## config.mk

```make
export PLATFORM = sky130hd
export DESIGN_NAME = model_nexys_hls4ml_prj_1_div_seq_21s_8s_13ns
export DESIGN_NICKNAME = d
export VERILOG_FILES = /design/src/rtl/model_nexys_hls4ml_prj_1_div_seq_21s_8s_13ns.sv
export SDC_FILE = /design/constraint.sdc
export NUM_CORES = 1
export LEC_CHECK = 0
export CORE_ASPECT_RATIO = 1.2
export CORE_MARGIN = 4
export CORE_UTILIZATION = 59
export DETAILED_ROUTE_END_ITERATION = 10
export HOLD_SLACK_MARGIN = 0.03
export PLACE_DENSITY_LB_ADDON = 0.05
export SLEW_MARGIN = 20
export SYNTH_ARGS = -nofsm -noshare
export SYNTH_HDL_FRONTEND = slang
export SYNTH_SLANG_ARGS = --single-unit
```

## constraint.sdc

```tcl
create_clock -name clk_i -period 3.38 [get_ports clk_i]
set_input_delay 0.676 -clock clk_i [delete_from_list [all_inputs] [get_ports clk_i]]
set_output_delay 0.676 -clock clk_i [all_outputs]
set_load 0.01 [all_outputs]
```

## src/rtl/model_nexys_hls4ml_prj_1_div_seq_21s_8s_13ns.sv

```systemverilog
// Sequential signed divider: recovers the 13-bit unsigned operand of a 13ns x 8s
// product by restoring division on magnitudes, one quotient bit per enabled clock.
module model_nexys_hls4ml_prj_1_div_seq_21s_8s_13ns #(
    parameter logic [31:0] ID         = 32'd1,
    parameter int          DIN0_WIDTH = 21,
    parameter int          DIN1_WIDTH = 8,
    parameter int          DOUT_WIDTH = 13
) (
    input  logic                         clk_i,
    input  logic                         reset_i,
    input  logic                         ce_i,
    input  logic                         in_valid_i,
    output logic                         in_ready_o,
    input  logic signed [DIN0_WIDTH-1:0] din0_i,
    input  logic signed [DIN1_WIDTH-1:0] din1_i,
    output logic                         out_valid_o,
    input  logic                         out_ready_i,
    output logic        [DOUT_WIDTH-1:0] dout_o,
    output logic signed [DIN1_WIDTH-1:0] rem_o,
    output logic                         sat_o,
    output logic                         dz_o
);

    localparam int                    CNT_W    = $clog2(DIN0_WIDTH + 1);
    localparam logic [CNT_W-1:0]      CNT_LOAD = CNT_W'(DIN0_WIDTH);
    localparam logic [DOUT_WIDTH-1:0] SAT_MAX  = {DOUT_WIDTH{1'b1}};

    typedef enum logic [1:0] {IDLE, BUSY, FIN, DONE} state_t;

    state_t                  state_q;
    logic [CNT_W-1:0]        cnt_q;
    logic [DIN0_WIDTH-1:0]   dvd_q;      // dividend bits shift out, quotient bits shift in
    logic [DIN1_WIDTH-1:0]   dvsr_q;
    logic [DIN1_WIDTH-1:0]   prem_q;
    logic                    sign_dvd_q;
    logic                    sign_q;
    logic                    in_ready_q;
    logic                    out_valid_q;
    logic [DOUT_WIDTH-1:0]   dout_q;
    logic [DIN1_WIDTH-1:0]   rem_q;
    logic                    sat_q;
    logic                    dz_q;

    logic [DIN0_WIDTH-1:0]   din0_u;
    logic [DIN1_WIDTH-1:0]   din1_u;
    logic [DIN0_WIDTH-1:0]   din0_mag;
    logic [DIN1_WIDTH-1:0]   din1_mag;
    logic [DIN1_WIDTH:0]     shifted;
    logic                    no_borrow;
    logic [DIN1_WIDTH-1:0]   diff_lo;
    logic [DIN1_WIDTH-1:0]   prem_d;
    logic                    q_ovf;
    logic [DIN1_WIDTH-1:0]   rem_d;

    always_comb begin
        din0_u    = din0_i;
        din1_u    = din1_i;
        din0_mag  = din0_u[DIN0_WIDTH-1] ? -din0_u : din0_u;
        din1_mag  = din1_u[DIN1_WIDTH-1] ? -din1_u : din1_u;
        shifted   = {prem_q, dvd_q[DIN0_WIDTH-1]};
        no_borrow = shifted >= {1'b0, dvsr_q};
        // On no-borrow the true difference is below the divisor, so the low bits are exact.
        diff_lo   = shifted[DIN1_WIDTH-1:0] - dvsr_q;
        prem_d    = no_borrow ? diff_lo : shifted[DIN1_WIDTH-1:0];
        q_ovf     = |dvd_q[DIN0_WIDTH-1:DOUT_WIDTH];
        rem_d     = sign_dvd_q ? -prem_q : prem_q;
    end

    always_ff @(posedge clk_i or negedge reset_i) begin
        if (!reset_i) begin
            state_q     <= IDLE;
            cnt_q       <= '0;
            dvd_q       <= '0;
            dvsr_q      <= '0;
            prem_q      <= '0;
            sign_dvd_q  <= 1'b0;
            sign_q      <= 1'b0;
            in_ready_q  <= 1'b0;
            out_valid_q <= 1'b0;
            dout_q      <= '0;
            rem_q       <= '0;
            sat_q       <= 1'b0;
            dz_q        <= 1'b0;
        end else if (ce_i) begin
            case (state_q)
                IDLE: begin
                    in_ready_q <= 1'b1;
                    if (in_valid_i && in_ready_q) begin
                        dvd_q      <= din0_mag;
                        dvsr_q     <= din1_mag;
                        prem_q     <= '0;
                        sign_dvd_q <= din0_i[DIN0_WIDTH-1];
                        sign_q     <= din0_i[DIN0_WIDTH-1] ^ din1_i[DIN1_WIDTH-1];
                        cnt_q      <= CNT_LOAD;
                        in_ready_q <= 1'b0;
                        state_q    <= BUSY;
                    end
                end
                BUSY: begin
                    prem_q <= prem_d;
                    dvd_q  <= {dvd_q[DIN0_WIDTH-2:0], no_borrow};
                    cnt_q  <= cnt_q - 1'b1;
                    if (cnt_q == CNT_W'(1)) state_q <= FIN;
                end
                FIN: begin
                    if (dvsr_q == '0) begin
                        dout_q <= SAT_MAX;
                        rem_q  <= '0;
                        sat_q  <= 1'b1;
                        dz_q   <= 1'b1;
                    end else begin
                        rem_q <= rem_d;
                        dz_q  <= 1'b0;
                        if (dvd_q == '0) begin
                            dout_q <= '0;
                            sat_q  <= 1'b0;
                        end else if (sign_q) begin
                            dout_q <= '0;
                            sat_q  <= 1'b1;
                        end else if (q_ovf) begin
                            dout_q <= SAT_MAX;
                            sat_q  <= 1'b1;
                        end else begin
                            dout_q <= dvd_q[DOUT_WIDTH-1:0];
                            sat_q  <= 1'b0;
                        end
                    end
                    out_valid_q <= 1'b1;
                    state_q     <= DONE;
                end
                DONE: begin
                    if (out_ready_i) begin
                        out_valid_q <= 1'b0;
                        in_ready_q  <= 1'b1;
                        state_q     <= IDLE;
                    end
                end
                default: state_q <= IDLE;
            endcase
        end
    end

    assign in_ready_o  = in_ready_q;
    assign out_valid_o = out_valid_q;
    assign dout_o      = dout_q;
    assign rem_o       = rem_q;
    assign sat_o       = sat_q;
    assign dz_o        = dz_q;

endmodule

```

==> flow_summary.toml <==
[outcome]
outcome = "complete, no violations"

[cells_and_area]
drive_gt1_share_pct = 6.618
fillers = 550
fin_nets = 591
n_antenna_cell = 0
final_area_sq_um = 5209
area_growth_pct = 20.32
seq_area_sq_um = 1777
instances_no_fill = 631
multi_input_area_sq_um = 2372

[synth]
synthTopCellsByArea = "dfrtp_1 41%, nand2_1 7.0%, o21ai_0 6.0%"
synth_edf_count = 0
syn-cell-area_sq_um = 4329
synth-main-ff-cell = "dfrtp_1"
syn_inst = 487
yosysMostFrequentCell = "nand2_1"
synth_top_area_share_pct = 41.04
syn_area_per_cell_sq_um = 8.889
ys_warn_count = 0
yosys_register_bits = 71
synthTopCellsByCount = "81 x nand2_1, 71 x dfrtp_1, 52 x o21ai_0"
async_reset_ff_share_pct = 100.0
synthDistinctLibCells = 61
ys_seq_area_share_pct = 41.04
synth_nets = 539
yosysTopAreaCell = "dfrtp_1"

[power_and_ir_drop]
swShare_pct = 41.71
peakVddDrop_v = 0.0004933
internal_power_mw = 2.677
p_sw_mw = 1.916
p_leak_nw = 2.255
p_seq_share_pct = 33.8
powerDensity_nw_per_um2 = 881.8
power.share.clock_pct = 17.1
comb_power_share_pct = 49.1

[sta]
hold_slack_ns = 0.3662
drv_slew = 0
relSlewSlack_pct = 48.11
worst_slew_pin_slew_ns = 0.7759
setup_viol_count_final = 0
rsz0062_at_grt = "false"
fmax_ghz = 0.4244
period_minus_slack_ns = 2.356
period_share_pct = 69.71
hold_viol_final = 0
setup_tns_ns = 0
clock_skew_ns = 0.007059

[routing]
wire_per_inst_um = 16.32
firstDrtPassIters = 5
drt-total-wl_um = 10300
post-route-drc-count = 0
postRouteAntennaNets = 0
drt-initial-drc-count = 172
vias_per_cell = 6.097
num_vias = 3847

[global_route]
antenna_found_initial = 0
grt_start_max_net_pins = 53
grt_use_total_pct = 24.79
grt_pass1_wl_um = 17080
grt.overflow.total = 0
grt_pass1_vias = 3673

[clocking]
clock_latency_ns = 0.34
clkTransAtPathRegs_ns = 0.08
cts_sinks = 71
cts_tree = "done"
max-clock-path-buffers = 2
htreeDepth = 3
cts_root_buf = "clkbuf_8"
cts_buffers = 9
cts_setup_buffers = 0
ctsResizeCount = 0
hold_buffers = 0

[placement]
routabilityCongestion = 0.9082
port_buffers = 58
dp.cells = 615
hpwl_um = 7769
placed_area_sq_um = 4977

[floorplanning]
initial_core_util_pct = 62.04
die_w_um = 86.20
core_area_sq_um = 6978
row_count = 33
die_area_sq_um = 8778
num_io_pins = 59
die-height_um = 101.8

[setup_path]
required_ns = 3.64
path_max_fanout = 16
start_kind = "input port"
r2r_cells = 9
critPathKind = "input port to flop"
cp.arrival_ns = 2.62
cp-end-kind = "flop"

[hold_path]
hp-class = "input port to asynchronous set/reset pin"

[run]
maxCapViolations = 0
-- final timing paths --
kind                       slack [ns]             startpoint                     end
max                              1.02                   ce_i  dout_o[10]$_DFFE_PN0P_
min                              0.37                reset_i   dvsr_q[5]$_DFFE_PN0P_
max reg2reg                      1.10  dvd_q[20]$_DFFE_PN0P_   prem_q[6]$_DFFE_PN0P_
min reg2reg                      0.49   rem_o[7]$_DFFE_PN0P_    rem_o[7]$_DFFE_PN0P_
max in group asynchronous        2.36                reset_i    dvd_q[5]$_DFFE_PN0P_
min in group clk_i               0.49   rem_o[7]$_DFFE_PN0P_    rem_o[7]$_DFFE_PN0P_
-- layout by cell type (no fill, tap or decap), drive strengths merged, types with 4 or more instances in the layout --
cell type      instances
nand2                 81
dfrtp                 71
clkdlybuf4s50         57
o21ai                 56
nor2                  33
xor2                  28
inv                   24
a21oi                 21
ha                    17
o221ai                14
o31ai                 12
clkbuf                11
nor4                   9
nand4                  9
xnor2                  8
nand3                  6
nor3                   6
buf                    6
nor2b                  5
mux2i                  5
o21a                   5
or3                    4
o211ai                 4
o41ai                  4
-- power groups by stage --
| stage | clock network (mW) | registers [mW] | logic (mW) |
|---|---|---|---|
| after floorplan | 0 | 1.52 | 1.50 |
| after global placement | 0 | 1.54 | 2.17 |
| after detailed placement | 0 | 1.56 | 2.25 |
| after CTS | 0.791 | 1.55 | 2.25 |
| after global routing | 0.831 | 1.60 | 2.53 |
| final | 0.784 | 1.55 | 2.26 |
-- through the flow --
step / setup WS (ns) / utilization (%) / power, mW
5_1_grt: 0.7633 / 74.65 / 4.955
2_1_floorplan: 1.403 / - / 3.014
3_5_place_dp: 0.6846 / 71.33 / 3.806
3_3_place_gp: 0.7719 / 71.33 / 3.717
4_1_cts: 1.055 / 74.65 / 4.592
6_report: 1.024 / 74.65 / 4.593
-- layer usage --
metal  wire, um  global-route usage, %  vias to the layer above
met2       5393                  43.62                      119
met4        440                  14.27                        0
met1       3981                  28.59                     1848
met3        483                  3.952                       32
met5          0                      0                        -
li1           -                      -                     1848
-- state kept, by name, indices dropped and copies added (netlist names), 2 cells and up --
name,flops
state_q,2
dvsr_q,8
dout_o,13
cnt_q,5
dvd_q,21
rem_o,8
prem_q,8
-- worst max-delay path: stages --
cell,delay [ns]
clkdlybuf4s50_1,0.59
nand2_1,0.38
nor3_2,0.75
a21oi_1,0.10
o21ai_0,0.11
-- final cells by class --
cell class,instances,area share [%]
multi-input cells,369,45.54
flip-flops and latches,71,34.11
repair buffers,63,12.01
clock buffers,11,2.907
well taps,87,2.090
inverters,25,1.802
clock inverters,5,1.537
-- cell families after synthesis --
group | after synthesis | synth area share [%]
buffers and inverters | 47 | 4.248
and+or+nand+nor | 170 | 18.99
AOI/OAI and AO/OA | 138 | 21.39
DFF | 71 | 41.04
adders and majority gates | 18 | 5.376
muxes | 7 | 1.676
xor gates and xnor gates | 36 | 7.283
Note: power is estimated with default switching activity, not from simulation.
